File: src/rtl/alpha_timer.sv
// alpha_timer: memory-mapped 32-bit down-counting timer with a 16-bit prescaler,
// optional auto-reload and a level interrupt, answering on the iomem bus.
module alpha_timer #(
  parameter logic [31:0] BASE_ADDR = 32'h0300_0000
) (
  input  logic        clk,
  input  logic        reset,
  input  logic        iomem_valid,
  output logic        iomem_ready,
  input  logic [3:0]  iomem_wstrb,
  input  logic [31:0] iomem_addr,
  input  logic [31:0] iomem_wdata,
  output logic [31:0] iomem_rdata,
  output logic        irq
);

  localparam logic [5:0] OFF_CTRL     = 6'h00;
  localparam logic [5:0] OFF_STATUS   = 6'h01;
  localparam logic [5:0] OFF_LOAD     = 6'h02;
  localparam logic [5:0] OFF_COUNT    = 6'h03;
  localparam logic [5:0] OFF_PRESCALE = 6'h04;

  // Handshake: the initiator holds iomem_valid until it samples iomem_ready
  // high. The access edge is the first edge with sel && !iomem_ready; ready
  // follows one cycle later for exactly one cycle, carrying the read data.
  logic        sel;
  logic        access;
  logic        wr;
  logic [5:0]  word;

  logic        en;
  logic        auto_rl;
  logic        irq_en;
  logic        expired;
  logic [31:0] load_val;
  logic [31:0] count_val;
  logic [15:0] prescale;
  logic [15:0] pcnt;

  logic        tick;
  logic        expire;
  logic        ctrl_wr;
  logic        status_clr;
  logic        load_wr;
  logic        count_wr;
  logic        prescale_wr;
  logic [31:0] read_data;
  logic        unused_addr_bits;

  function automatic logic [31:0] byte_merge(input logic [31:0] cur,
                                             input logic [31:0] wd,
                                             input logic [3:0]  be);
    logic [31:0] res;
    res = cur;
    for (int b = 0; b < 4; b++) begin
      if (be[b]) res[b*8 +: 8] = wd[b*8 +: 8];
    end
    return res;
  endfunction

  assign sel    = iomem_valid && (iomem_addr[31:8] == BASE_ADDR[31:8]);
  assign access = sel && !iomem_ready;
  assign wr     = access && (iomem_wstrb != 4'b0000);
  assign word   = iomem_addr[7:2];

  assign unused_addr_bits = ^iomem_addr[1:0];

  assign tick   = en && (pcnt == prescale);
  assign expire = tick && (count_val == 32'd0);

  always_comb begin
    ctrl_wr     = 1'b0;
    status_clr  = 1'b0;
    load_wr     = 1'b0;
    count_wr    = 1'b0;
    prescale_wr = 1'b0;
    if (wr) begin
      case (word)
        OFF_CTRL:     ctrl_wr     = iomem_wstrb[0];
        OFF_STATUS:   status_clr  = iomem_wstrb[0] && iomem_wdata[0];
        OFF_LOAD:     load_wr     = 1'b1;
        OFF_COUNT:    count_wr    = 1'b1;
        OFF_PRESCALE: prescale_wr = |iomem_wstrb[1:0];
        default: ;
      endcase
    end
  end

  always_comb begin
    read_data = '0;
    case (word)
      OFF_CTRL:     read_data = {29'd0, irq_en, auto_rl, en};
      OFF_STATUS:   read_data = {31'd0, expired};
      OFF_LOAD:     read_data = load_val;
      OFF_COUNT:    read_data = count_val;
      OFF_PRESCALE: read_data = {16'd0, prescale};
      default:      read_data = '0;
    endcase
  end

  always_ff @(posedge clk) begin
    if (reset) begin
      iomem_ready <= 1'b0;
      iomem_rdata <= '0;
    end else begin
      iomem_ready <= sel && !iomem_ready;
      if (access) iomem_rdata <= read_data;
    end
  end

  // A CTRL write wins over the one-shot clear of EN on the same edge.
  always_ff @(posedge clk) begin
    if (reset) begin
      en      <= 1'b0;
      auto_rl <= 1'b0;
      irq_en  <= 1'b0;
    end else if (ctrl_wr) begin
      en      <= iomem_wdata[0];
      auto_rl <= iomem_wdata[1];
      irq_en  <= iomem_wdata[2];
    end else if (expire && !auto_rl) begin
      en <= 1'b0;
    end
  end

  always_ff @(posedge clk) begin
    if (reset) begin
      expired <= 1'b0;
    end else if (expire) begin
      expired <= 1'b1;
    end else if (status_clr) begin
      expired <= 1'b0;
    end
  end

  always_ff @(posedge clk) begin
    if (reset) begin
      load_val <= '0;
    end else if (load_wr) begin
      load_val <= byte_merge(load_val, iomem_wdata, iomem_wstrb);
    end
  end

  // A bus write to COUNT wins over both decrement and reload.
  always_ff @(posedge clk) begin
    if (reset) begin
      count_val <= '0;
    end else if (count_wr) begin
      count_val <= byte_merge(count_val, iomem_wdata, iomem_wstrb);
    end else if (tick) begin
      if (count_val != 32'd0) begin
        count_val <= count_val - 32'd1;
      end else if (auto_rl) begin
        count_val <= load_val;
      end
    end
  end

  always_ff @(posedge clk) begin
    if (reset) begin
      prescale <= '0;
    end else if (prescale_wr) begin
      if (iomem_wstrb[0]) prescale[7:0]  <= iomem_wdata[7:0];
      if (iomem_wstrb[1]) prescale[15:8] <= iomem_wdata[15:8];
    end
  end

  always_ff @(posedge clk) begin
    if (reset || !en) begin
      pcnt <= '0;
    end else if (pcnt == prescale) begin
      pcnt <= '0;
    end else begin
      pcnt <= pcnt + 16'd1;
    end
  end

  always_ff @(posedge clk) begin
    if (reset) begin
      irq <= 1'b0;
    end else begin
      irq <= expired && irq_en;
    end
  end

endmodule

File: config.mk
export PLATFORM = sky130hd
export DESIGN_NAME = alpha_timer
export DESIGN_NICKNAME = d
export VERILOG_FILES = /design/src/rtl/alpha_timer.sv
export SDC_FILE = /design/constraint.sdc
export NUM_CORES = 1
export LEC_CHECK = 0
export CAP_MARGIN = 25
export CELL_PAD_IN_SITES_DETAIL_PLACEMENT = 2
export CELL_PAD_IN_SITES_GLOBAL_PLACEMENT = 2
export CORE_UTILIZATION = 30
export DETAILED_ROUTE_END_ITERATION = 6
export GPL_ROUTABILITY_DRIVEN = 0
export PLACE_DENSITY = 0.83
export SLEW_MARGIN = 20
export SYNTH_ARGS = -nofsm -noshare
export SYNTH_HDL_FRONTEND = slang
export SYNTH_SLANG_ARGS = --single-unit
File: constraint.sdc
create_clock -name clk -period 2.6 [get_ports clk]
set_input_delay 0.39 -clock clk [delete_from_list [all_inputs] [get_ports clk]]
set_output_delay 0.39 -clock clk [all_outputs]
set_load 0.005 [all_outputs]
### Yosys cells after proc, flatten, opt, wreduce, memory -nomap -nowiden

Index checks and enable logic that the tools add are counted.
W data, S select, Z words.

* register bits: 134
* output and inout port bits: 34
* input bits: 71

* muxes and demuxes: 23
* reductions and logical operators: 32
* equality and inequality tests: 10
* add/sub/neg operators: 2

Operators with widths (count)
* $pmux W32 S5: 1
* $mux W32: 4
* $logic_not A32 Y1: 1
* $mux W8: 4
* $reduce_bool A32 Y1: 1
* $sub A32 B1 Y32 const B: 1
* $eq A24 B18 Y1 const B: 1
* $add A16 B1 Y16 const B: 1
* $eq A16 B16 Y1: 1
* $mux W1: 14
* $eq A6 B2 Y1 const B: 2
* $reduce_and A2 Y1: 6
* $reduce_and A3 Y1: 4
* $logic_and A1 B1 Y1: 8
* $ne A2 B2 Y1 const B: 4
* $eq A6 B1 Y1 const B: 1
* $eq A6 B3 Y1 const B: 1
* $logic_not A6 Y1: 1
* $reduce_bool A2 Y1: 3
* $reduce_bool A4 Y1: 1
* $reduce_or A2 Y1: 2
* $logic_not A1 Y1: 3
* $reduce_bool A3 Y1: 1
* $logic_or A1 B1 Y1: 1

### Depth between registers and ports, before layout

Gate-level depths: netlist of the first run.

* word-level depth: 7
* gate-level depth with buffers: 11

### Least setup slack after synthesis of the first run

OpenSTA, ideal clock, no wires.

* path type: reg-to-reg
* start: register count_val[24]
* end: register count_val[15]
* path slack: -0.018 ns
* data arrival time: 2.492 ns
* path buffers: 3
* cell stages (with the launch flop): 10
* period minus slack after synthesis: 2.618 ns
* setup time: 0.126 ns
* cells stage by stage: dfxtp_1 or4_4 or2_1 buf_6 or4_4 buf_6 buf_8 mux2_4 mux2i_1 a21oi_1

* word-level cells in the longest chain between the ends: 4
* elaborated cells between the ends (all ways): 6
* classes of those cells: mux: 3; reduce/logical: 3

RTL lines
* start, declared: line 36 `logic [31:0] count_val;`
* start signal, assigned: line 149 `count_val <= byte_merge(count_val, iomem_wdata, iomem_wstrb);`
* start signal, assigned: line 152 `count_val <= count_val - 32'd1;`
* start signal, assigned: line 154 `count_val <= load_val;`
* $reduce_bool A32 Y1 *: line 151 `if (count_val != 32'd0) begin`
* $mux W32: line 151
* $mux W32: line 150 `end else if (tick) begin`
* $mux W32: line 148 `end else if (count_wr) begin`

Every way passes the cells marked *; elsewhere a longest branch is shown, timed or not. The select of a mux whose other input is x is not followed.
A chain may end at the register's enable or synchronous reset.

### Final worst setup path of the first run

* start: register count_val[25]
* end: register count_val[6]

The elaborated chain is that of the path after synthesis.

==> metrics.csv, run 1 <==
stage;metric;value;unit
power_and_ir_drop;power.density_cell_area;496.5;nW/um^2
placed_design;dpl_worst_slack;-391.5;ps
logic_synthesis;netlist_area;6985;sq um
logic_synthesis;seq_area_frac_synth;38.40;%
sta;report.final.setup_viol;1;
logic_synthesis;syn-num-nets;889;
detailed_routing;via_count;7202;
sta;max_slew_margin;35.52;%
clock_network;ctsRootBufferMaster;clkbuf_16;
logic_synthesis;postSynthCellCount;815;
global_route;grt_pass1_wl;46710;microns
floorplan;floorplan.die.width;154.6;microns
clock_network;cts-root-to-sink-buffers;2;
detailed_routing;drc_errors;0;
hold_path;hold_path.class;input pin to flip-flop;
worst_setup_path;crit_path_end_kind;flip-flop;
worst_setup_path;critPathKind;flip-flop to flip-flop;
worst_setup_path;worstPathArrival;2920;ps
detailed_routing;post_drt_antenna_nets;0;
logic_synthesis;ys.warnings.count;0;
sta;finalHoldViolations;0;
layout;drive_gt1_share;17.58;%
sta;finalWorstSetupSlack;-17.80;ps
hold_path;timing.hold.worst_endpoint;count_val[5]$_SDFFE_PP0P_;
sta;clock_skew;11.75;ps
detailed_routing;drt_pass1_iterations;4;
logic_synthesis;syn_avg_cell_area;8.571;sq um
floorplan;placement_rows;55;
logic_synthesis;synth_edf_count;0;
floorplan;core_region_area;22710;sq um
sta;finalMaxSlewViolations;0;
global_route;first_global_vias;8199;
logic_synthesis;post_synth_main_area_contributors;dfxtp_1, mux2i_1, nor2_1;
worst_setup_path;slack_of_the_worst_reg_to_reg_path;-20;ps
placed_design;io_buffer_count;102;
run;drv.max_cap_violation_count;0;
sta;whs;490.3;ps
clock_network;postCtsHoldBufs;0;
floorplan;io_pins;105;
placed_design;instance_area_after_placement;8952;sq um
placed_design;place.detailed.hpwl;20410;microns
clock_network;numClockSinks;134;
sta;rsz0062_at_grt;yes;
worst_setup_path;crit_path_start_kind;flip-flop;
layout;post-route-cell-area;9662;sq um
detailed_routing;vias_per_cell;5.649;
run_status;violations_in_the_final_reports;setup timing;
layout;num_antenna_cells;0;
global_route;sum_of_overflow_across_all_layers_after_global_routing;0;
floorplan;initial_utilization;30.76;%
detailed_routing;routedWlPerCell;23.69;microns
detailed_routing;routed_wirelength;30210;microns
sta;worst_max_slew_pin_slew;967.2;ps
hold_path;worst_hold_path.num_cells;4;
logic_synthesis;synthArstFlopShare;0;%
sta;post-route-min-period;2618;ps
clock_network;htree_levels;4;
run_status;status;finished with violations;
global_route;maximum_number_of_pins_on_one_net_before_global_route_repair;88;
clock_network;cts_tree;done;
layout;areaGrowthSynthToFinish;38.31;%
floorplan;die-area;23900;sq um
logic_synthesis;post-synth-top-area-cell;dfxtp_1;
logic_synthesis;most_used_dff_post_synth;dfxtp_1;
worst_setup_path;worst_reg2reg_path_length_in_cells;6;
clock_network;numCtsBuffers;17;
power_and_ir_drop;vdd.ir_drop.worst;0.0003742;V
worst_setup_path;timing.rr.start;count_val[25]$_SDFFE_PP0P_;
layout;fillerInstances;2460;
hold_path;start_point_of_the_worst_min_delay_path;reset;
detailed_routing;drt_iter0_drc;333;
global_route;total_routing_usage_gr;25.46;%
worst_setup_path;cp_data_required_time;2900;ps
power_and_ir_drop;static-leakage-power;3.899;nW
worst_setup_path;crit-reg2reg-capture;count_val[6]$_SDFFE_PP0P_;
clock_network;worst_skew_late_latency;440;ps
global_route;grt_antenna_before_repair;0;
sta;fmaxAchievable;382.0;MHz
layout;net_total_in_the_final_layout;1052;
logic_synthesis;yosys.area.top_type_share;38.40;%
logic_synthesis;synth-seq-cells;134;
floorplan;die-height;154.6;microns
logic_synthesis;synth_unique_cells;60;
worst_setup_path;largest_driver_fanout_on_the_critical_path;18;
clock_network;cts.reportedPaths.clkPinSlew;70;ps
sta;period_share;100.7;%
[cells in the mapped netlist, types with 3 or more instances]
cell        n
a21boi_0    3
a21oi_1    22
mux2i_1    65
xor2_1     32
a22o_1     15
nand3_1     8
buf_2       3
clkbuf_1   51
or4_1       9
inv_1      10
o21ai_0    38
a31oi_1     8
nand4_1    13
a21o_2      5
buf_6       4
nor4_1     23
mux2_2      9
nor3_1     14
nor4b_1     5
nand2_1    64
dfxtp_1   134
nand3b_1    3
o31a_1      5
a22oi_1    46
ha_1        3
xnor2_1    21
and3_1     20
nor2_1    123
nor4_2      3
o31ai_1     8
o211ai_1    5
[flip-flops by register name, indices dropped and copies added, names as in the netlist]
name         cells
irq_en           1
iomem_ready      1
count_val       32
prescale        16
expired          1
iomem_rdata     32
en               1
load_val        32
irq              1
auto_rl          1
pcnt            16
[metal layers]
metal	routed length [microns]	vias up	GRT usage, %
met2	16120	166	47.23
met1	12280	3679	27.86
met5	0	-	0
li1	-	3293	-
met3	807	64	4.511
met4	993	0	12.31
[placed cells by master, fill, tap and decap left out, types with 14 or more instances in the layout]
cell	n
dfxtp_1	133
nor2_1	122
clkdlybuf4s50_1	101
buf_4	94
nand2_1	64
mux2i_1	64
a22oi_1	46
o21ai_0	33
xor2_1	32
a21oi_1	22
xnor2_1	21
and3_1	20
nor4_1	19
clkbuf_16	17
a22o_1	15
nor3_1	14
[report_power, final]
part,internal (W),switching (W)
logic,0.000109,0.0000921
clock network,0.00153,0.00101
registers,0.00205,0.00000000000179
total,0.00369,0.00110
[per-stage QoR]
stage | total power [W] | cells | utilization, % | TNS [ps]
4_1_cts | 0.004827 | 1273 | 42.24 | -21.16
2_1_floorplan | 0.002139 | 815 | - | 0
5_1_grt | 0.004927 | 1275 | 42.55 | -171.0
3_3_place_gp | 0.002290 | 1242 | 39.42 | -6242
3_5_place_dp | 0.002296 | 1242 | 39.42 | -21270
6_report | 0.004797 | 1275 | 42.55 | -17.80
[layout make-up]
type | instances | area, sq um | area share [%]
clock inverter | 11 | 151.4 | 1.567
multi-input combinational | 610 | 4084 | 42.27
inverter | 10 | 37.54 | 0.3885
sequential | 134 | 2684 | 27.78
timing repair buffer | 205 | 1902 | 19.68
tap | 285 | 356.6 | 3.691
clock buffer | 20 | 446.7 | 4.623
[repair_timing]
| item | 4_1_cts | 5_1_grt |
|---|---|---|
| pin swaps | 2 | 3 |
| gates resized for setup | 12 | 11 |
| endpoints found under the setup margin | 10 | 23 |
| buffers inserted | 0 | 2 |
[worst max-delay path by stage]
stage	start	slack, ps	to
floorplan	count_val[24]$_SDFFE_PP0P_	1	count_val[15]$_SDFFE_PP0P_
global placement	iomem_wstrb[0]	-280	count_val[0]$_SDFFE_PP0P_
detailed placement	iomem_wstrb[0]	-390	count_val[0]$_SDFFE_PP0P_
CTS	count_val[25]$_SDFFE_PP0P_	-9	count_val[31]$_SDFFE_PP0P_
global route	count_val[23]$_SDFFE_PP0P_	-60	count_val[6]$_SDFFE_PP0P_
finish	count_val[25]$_SDFFE_PP0P_	-20	count_val[6]$_SDFFE_PP0P_
[critical path, cell delays in order (launching register included)]
cell     delay (ps)
dfxtp_1         340
or4_4           530
or2_4           260
or4_4           610
mux2_2          370
mux2i_2         220
a21oi_1         130
[cells by family (layout without fill, tap and decap cells)]
group	Yosys count	in the layout	synth area share, %
xor gates and xnor gates	53	53	6.645
and+or+nand+nor	301	301	20.94
buffers and inverters	71	246	4.621
adders and majority gates	3	3	0.5374
muxes	76	76	11.19
DFF	134	134	38.40
AOI/OAI and AO/OA	177	177	17.66
No activity file was read; power rests on OpenSTA's default activity.
==> run 2: changes to the inputs <==
--- a/config.mk
+++ b/config.mk
@@ -8,10 +8,11 @@
 export CAP_MARGIN = 25
 export CELL_PAD_IN_SITES_DETAIL_PLACEMENT = 2
 export CELL_PAD_IN_SITES_GLOBAL_PLACEMENT = 2
-export CORE_UTILIZATION = 30
+export CORE_UTILIZATION = 35
+export CTS_CLUSTER_SIZE = 25
 export DETAILED_ROUTE_END_ITERATION = 6
 export GPL_ROUTABILITY_DRIVEN = 0
-export PLACE_DENSITY = 0.83
+export PLACE_DENSITY = 0.91
 export SLEW_MARGIN = 20
 export SYNTH_ARGS = -nofsm -noshare
 export SYNTH_HDL_FRONTEND = slang
==> constraint.sdc (replaced) <==
create_clock -name clk -period 3.32 [get_ports clk]
set_input_delay 0.498 -clock clk [delete_from_list [all_inputs] [get_ports clk]]
set_output_delay 0.498 -clock clk [all_outputs]
set_load 0.005 [all_outputs]
==> metrics.csv, run 2 (same netlist as run 1, synthesis figures left out) <==
stage;metric;value;unit
run_status;status;completed;
sta;fin_tns_setup;0;ps
global_route;sum_of_overflow_across_all_layers_after_global_routing;0;
global_route;total_routing_usage_gr;32.68;%
clock_network;cts-root-to-sink-buffers;2;
worst_setup_path;largest_driver_fanout_on_the_critical_path;7;
detailed_routing;routed_wirelength;32580;microns
clock_network;numCtsBuffers;17;
floorplan;floorplan.die.width;143.3;microns
worst_setup_path;cpPeakStageDelay;570;ps
clock_network;htree_levels;4;
layout;final_cell_mix;dfxtp_1, nor2_1, clkdlybuf4s50_1;
sta;report.final.setup_viol;0;
worst_setup_path;timing.critical_path.cells;inv_1 > ha_1 > nor3b_1 > nand3_1 > nor4b_1 > xnor2_1 > a211o_1 > a21oi_1;
power_and_ir_drop;combPwrFrac;4.0;%
detailed_routing;routedWlPerCell;27.34;microns
sta;period_share;92.57;%
worst_setup_path;critPathKind;flip-flop to flip-flop;
floorplan;initial_utilization;35.77;%
global_route;grt_antenna_before_repair;1;
run;drv.max_cap_violation_count;0;
power_and_ir_drop;static-leakage-power;3.507;nW
power_and_ir_drop;vdd.ir_drop.worst;0.0003464;V
sta;post-route-min-period;3073;ps
worst_setup_path;crit_path_start_kind;flip-flop;
floorplan;die-height;143.3;microns
clock_network;ctsRootBufferMaster;clkbuf_16;
clock_network;worst_skew_late_latency;450;ps
detailed_routing;vias_per_cell;6.144;
power_and_ir_drop;power_switching_share;23.90;%
layout;most_common_library_cell_in_the_layout_ignoring_fill_and_taps;dfxtp_1;
sta;worst_max_slew_pin_slew;816.6;ps
clock_network;cts.reportedPaths.clkPinSlew;60;ps
global_route;first_global_vias;8177;
hold_path;hold_path.class;input pin to flip-flop;
placed_design;place.detailed.hpwl;19710;microns
global_route;grt_pass1_wl;49640;microns
worst_setup_path;crit_path_top_delay_cell;nor3b_1;
sta;finalHoldViolations;0;
power_and_ir_drop;p_int;0.002896;W
sta;finalWorstSetupSlack;246.7;ps
layout;fillerInstances;2120;
detailed_routing;drt_iter0_drc;543;
power_and_ir_drop;share_clk_of_total_power;53.8;%
worst_setup_path;cp_data_required_time;3690;ps
layout;areaGrowthSynthToFinish;28.48;%
sta;rsz0062_at_grt;no;
floorplan;core_region_area;19530;sq um
worst_setup_path;path_buf_inv;1;
layout;reg_top3;count_val x32, iomem_rdata x32, load_val x32;
power_and_ir_drop;netSwitchingPower;0.0009099;W
worst_setup_path;crit_path_end_kind;flip-flop;
clock_network;postCtsHoldBufs;0;
sta;finalMaxSlewViolations;0;
clock_network;ctsResizeCount;0;
floorplan;die-area;20530;sq um
layout;drive_gt1_share;11.00;%
layout;num_antenna_cells;0;
worst_setup_path;number_of_logic_stages_on_the_critical_path_including_buffering;8;
detailed_routing;drt_pass1_iterations;5;
detailed_routing;via_count;7324;
floorplan;io_pins;105;
clock_network;numClockSinks;134;
sta;fmaxAchievable;325.4;MHz
worst_setup_path;worstPathArrival;3450;ps
power_and_ir_drop;sequential_share_of_power;42.2;%
placed_design;dpl_worst_slack;91.55;ps
global_route;maximum_number_of_pins_on_one_net_before_global_route_repair;68;
sta;max_slew_margin;45.56;%
sta;clock_skew;8.224;ps
floorplan;placement_rows;51;
clock_network;post-cts-setup-buffers;0;
detailed_routing;drc_errors;0;
layout;net_total_in_the_final_layout;988;
hold_path;worst_hold_path.num_cells;2;
worst_setup_path;worst_reg2reg_path_length_in_cells;8;
placed_design;io_buffer_count;102;
power_and_ir_drop;power.density_cell_area;424.1;nW/um^2
clock_network;cts_tree;done;
worst_setup_path;critical-path-top-delay-family;simple AND/OR/NAND/NOR gates;
detailed_routing;post_drt_antenna_nets;0;
run 2: cell types whose count changed in the layout (fill, tap and decap cells not counted), sizes merged:
| cell | before | now |
|---|---|---|
| clkbuf | 20 | 18 |
| inv | 11 | 13 |
| clkinvlp | 4 | 2 |
| clkinv | 3 | 6 |
| buf | 104 | 40 |
run 2: metrics by stage:
stage / instances / power [W] / utilization (%) / hold WS [ps] / area [sq um]
finish: 1192 / 0.003806 / 45.96 / 485.7 / 8975
global route: 1192 / 0.003885 / 45.96 / 507.8 / 8975
CTS: 1192 / 0.003821 / 45.96 / 463.8 / 8975
detailed placement: 1160 / 0.001792 / 42.82 / 490.3 / 8361
global placement: 1160 / 0.001789 / 42.82 / 473.8 / 8361
floorplan: 815 / 0.001675 / - / 447.1 / 6985
run 2: worst paths after layout:
kind	endpoint	slack, ps	start
worst min register to register	iomem_rdata[17]$_SDFFE_PP0P_	510	iomem_rdata[17]$_SDFFE_PP0P_
worst min-delay path	iomem_rdata[25]$_SDFFE_PP0P_	490	reset
worst max-delay path	count_val[30]$_SDFFE_PP0P_	250	count_val[0]$_SDFFE_PP0P_
worst max register to register	count_val[30]$_SDFFE_PP0P_	250	count_val[0]$_SDFFE_PP0P_
run 2: layout make-up:
class                      count  area, sq um  share of cell area, %
multi-input combinational    610         3988                  44.43
sequential                   134         2683                  29.89
timing repair buffer         141         1321                  14.72
clock buffer                  18        439.2                  4.893
tap                          265        331.6                  3.694
clock inverter                14        175.2                  1.952
inverter                      10        37.54                 0.4182
run 2: power groups by stage:
stage          clock [W]  combinational (W)  sequential [W]
2_1_floorplan          0          0.0000315         0.00164
3_3_place_gp           0           0.000146         0.00164
3_5_place_dp           0           0.000149         0.00164
4_1_cts          0.00206           0.000151         0.00161
5_1_grt          0.00212           0.000158         0.00161
6_report         0.00205           0.000153         0.00161
run 2: worst register-to-register path: stages (launching register included):
cell and delay [ps]:
dfxtp_1 410, inv_1 170, ha_1 260, nor3b_1 570, nand3_1 400, nor4b_1 570, xnor2_1 190, a211o_1 300
a21oi_1 150
run 2: per-layer routing:
layer | GRT usage (%) | wire [microns] | up-vias
li1 | - | - | 3155
met1 | 37.96 | 13360 | 3695
met4 | 19.09 | 1597 | 2
met2 | 55.02 | 15740 | 344
met5 | 0 | 11 | -
met3 | 7.445 | 1876 | 128
==> run 3: changes to the inputs <==
--- a/config.mk
+++ b/config.mk
@@ -8,11 +8,12 @@
 export CAP_MARGIN = 25
 export CELL_PAD_IN_SITES_DETAIL_PLACEMENT = 2
 export CELL_PAD_IN_SITES_GLOBAL_PLACEMENT = 2
+export CORE_MARGIN = 4
 export CORE_UTILIZATION = 35
 export CTS_CLUSTER_SIZE = 25
 export DETAILED_ROUTE_END_ITERATION = 6
 export GPL_ROUTABILITY_DRIVEN = 0
-export PLACE_DENSITY = 0.91
+export PLACE_DENSITY_LB_ADDON = 0.12
 export SLEW_MARGIN = 20
 export SYNTH_ARGS = -nofsm -noshare
 export SYNTH_HDL_FRONTEND = slang
==> metrics.csv, run 3 (same netlist as run 1, synthesis figures left out) <==
stage;metric;value;unit
global_route;maximum_number_of_pins_on_one_net_before_global_route_repair;88;
clock_network;worst_skew_late_latency;440;ps
sta;report.final.setup_viol;0;
floorplan;initial_utilization;35.77;%
layout;final_cell_mix;dfxtp_1, nor2_1, clkdlybuf4s50_1;
clock_network;numClockSinks;134;
layout;net_total_in_the_final_layout;990;
power_and_ir_drop;p_int;0.002872;W
worst_setup_path;worstPathArrival;3220;ps
global_route;first_global_vias;7662;
clock_network;ctsRootBufferMaster;clkbuf_16;
layout;areaGrowthSynthToFinish;28.28;%
power_and_ir_drop;netSwitchingPower;0.0008452;W
global_route;grt_antenna_before_repair;0;
sta;post-route-min-period;2933;ps
detailed_routing;drc_errors;0;
layout;num_antenna_cells;0;
floorplan;core_region_area;19530;sq um
clock_network;htree_levels;4;
floorplan;die-height;149.3;microns
worst_setup_path;cp_data_required_time;3600;ps
sta;fin_tns_setup;0;ps
detailed_routing;vias_per_cell;5.742;
sta;clock_skew;16.67;ps
floorplan;io_pins;105;
sta;worst_max_slew_pin_slew;1001;ps
power_and_ir_drop;combPwrFrac;4.0;%
clock_network;post-cts-setup-buffers;0;
sta;rsz0062_at_grt;no;
layout;most_common_library_cell_in_the_layout_ignoring_fill_and_taps;dfxtp_1;
power_and_ir_drop;share_clk_of_total_power;52.8;%
sta;finalWorstSetupSlack;387.1;ps
clock_network;postCtsHoldBufs;0;
detailed_routing;via_count;6850;
placed_design;dpl_worst_slack;131.1;ps
worst_setup_path;crit_path_start_kind;flip-flop;
power_and_ir_drop;p_total;0.003717;W
worst_setup_path;crit_path_end_kind;flip-flop;
sta;max_slew_margin;33.25;%
detailed_routing;routedWlPerCell;22.98;microns
clock_network;cts_tree;done;
global_route;grt_pass1_wl;42780;microns
detailed_routing;drt_iter0_drc;320;
global_route;sum_of_overflow_across_all_layers_after_global_routing;0;
layout;drive_gt1_share;11.10;%
run;drv.max_cap_violation_count;0;
sta;finalHoldViolations;0;
placed_design;io_buffer_count;102;
floorplan;die-area;22280;sq um
clock_network;ctsResizeCount;0;
hold_path;hold_path.class;flip-flop to flip-flop;
clock_network;cts-root-to-sink-buffers;2;
sta;fmaxAchievable;341.0;MHz
layout;reg_top3;count_val x32, iomem_rdata x32, load_val x32;
placed_design;place.detailed.hpwl;18970;microns
power_and_ir_drop;static-leakage-power;3.506;nW
power_and_ir_drop;vdd.ir_drop.worst;0.0002929;V
sta;finalMaxSlewViolations;0;
power_and_ir_drop;power.density_cell_area;414.8;nW/um^2
worst_setup_path;critPathKind;flip-flop to flip-flop;
floorplan;floorplan.die.width;149.3;microns
detailed_routing;post_drt_antenna_nets;0;
power_and_ir_drop;power_switching_share;22.74;%
worst_setup_path;largest_driver_fanout_on_the_critical_path;28;
sta;period_share;88.34;%
detailed_routing;drt_pass1_iterations;5;
run_status;status;completed;
power_and_ir_drop;sequential_share_of_power;43.2;%
floorplan;placement_rows;51;
detailed_routing;routed_wirelength;27420;microns
clock_network;cts.reportedPaths.clkPinSlew;60;ps
clock_network;numCtsBuffers;17;
sta;whs;505.9;ps
global_route;total_routing_usage_gr;24.66;%
[run 3: cell types whose count changed in the layout (fill, tap and decap cells not counted)]
cell,delta
clkinv_4,-2
buf_12,-1
inv_6,+3
inv_8,-1
buf_4,+3
clkbuf_8,-1
[run 3: power groups by stage]
| stage | clock [W] | sequential, W | combinational [W] |
|---|---|---|---|
| after floorplan | 0 | 0.00164 | 0.0000315 |
| after global placement | 0 | 0.00164 | 0.000144 |
| after detailed placement | 0 | 0.00164 | 0.000147 |
| after CTS | 0.00199 | 0.00161 | 0.000148 |
| after global routing | 0.00207 | 0.00161 | 0.000156 |
| final | 0.00196 | 0.00161 | 0.000148 |
[run 3: layer usage]
metal	GRT usage [%]	vias up	wire length [microns]	part of all wire [%]
li1	-	3162	-	-
met1	28.17	3505	11250	41
met2	45.46	131	14510	53
met3	4.193	52	761	2.8
met4	9.794	0	896	3.3
met5	0	-	0	0
[run 3: metrics by stage]
stage	cells	instance area, sq um	utilization (%)
detailed placement	1162	8363	42.83
floorplan	815	6985	-
global route	1193	8961	45.89
CTS	1193	8961	45.89
global placement	1162	8363	42.83
finish	1193	8961	45.89
[run 3: worst paths after layout]
kind | startpoint | to | slack, ps | depth (start not counted)
max | count_val[24]$_SDFFE_PP0P_ | count_val[10]$_SDFFE_PP0P_ | 390 | 6
min | pcnt[0]$_SDFF_PP0_ | pcnt[0]$_SDFF_PP0_ | 510 | 1
max reg2reg | count_val[24]$_SDFFE_PP0P_ | count_val[10]$_SDFFE_PP0P_ | 390 | 6
min reg2reg | pcnt[0]$_SDFF_PP0_ | pcnt[0]$_SDFF_PP0_ | 510 | 1
[run 3: final cells by class]
cell class | instances | area [sq um]
clock buffer | 17 | 425.4
multi-input combinational | 610 | 3988
inverter | 10 | 37.54
timing repair buffer | 143 | 1324
fill | 2139 | 10570
clock inverter | 14 | 172.7
tap | 265 | 331.6
sequential | 134 | 2683
[run 3: worst max-delay path, cell delays in order, from the launching register on]
cell and delay [ps]:
dfxtp_1 370, or4_4 590, or2_1 330, or4_4 800, mux2_2 370, mux2i_1 200
a21oi_1 140
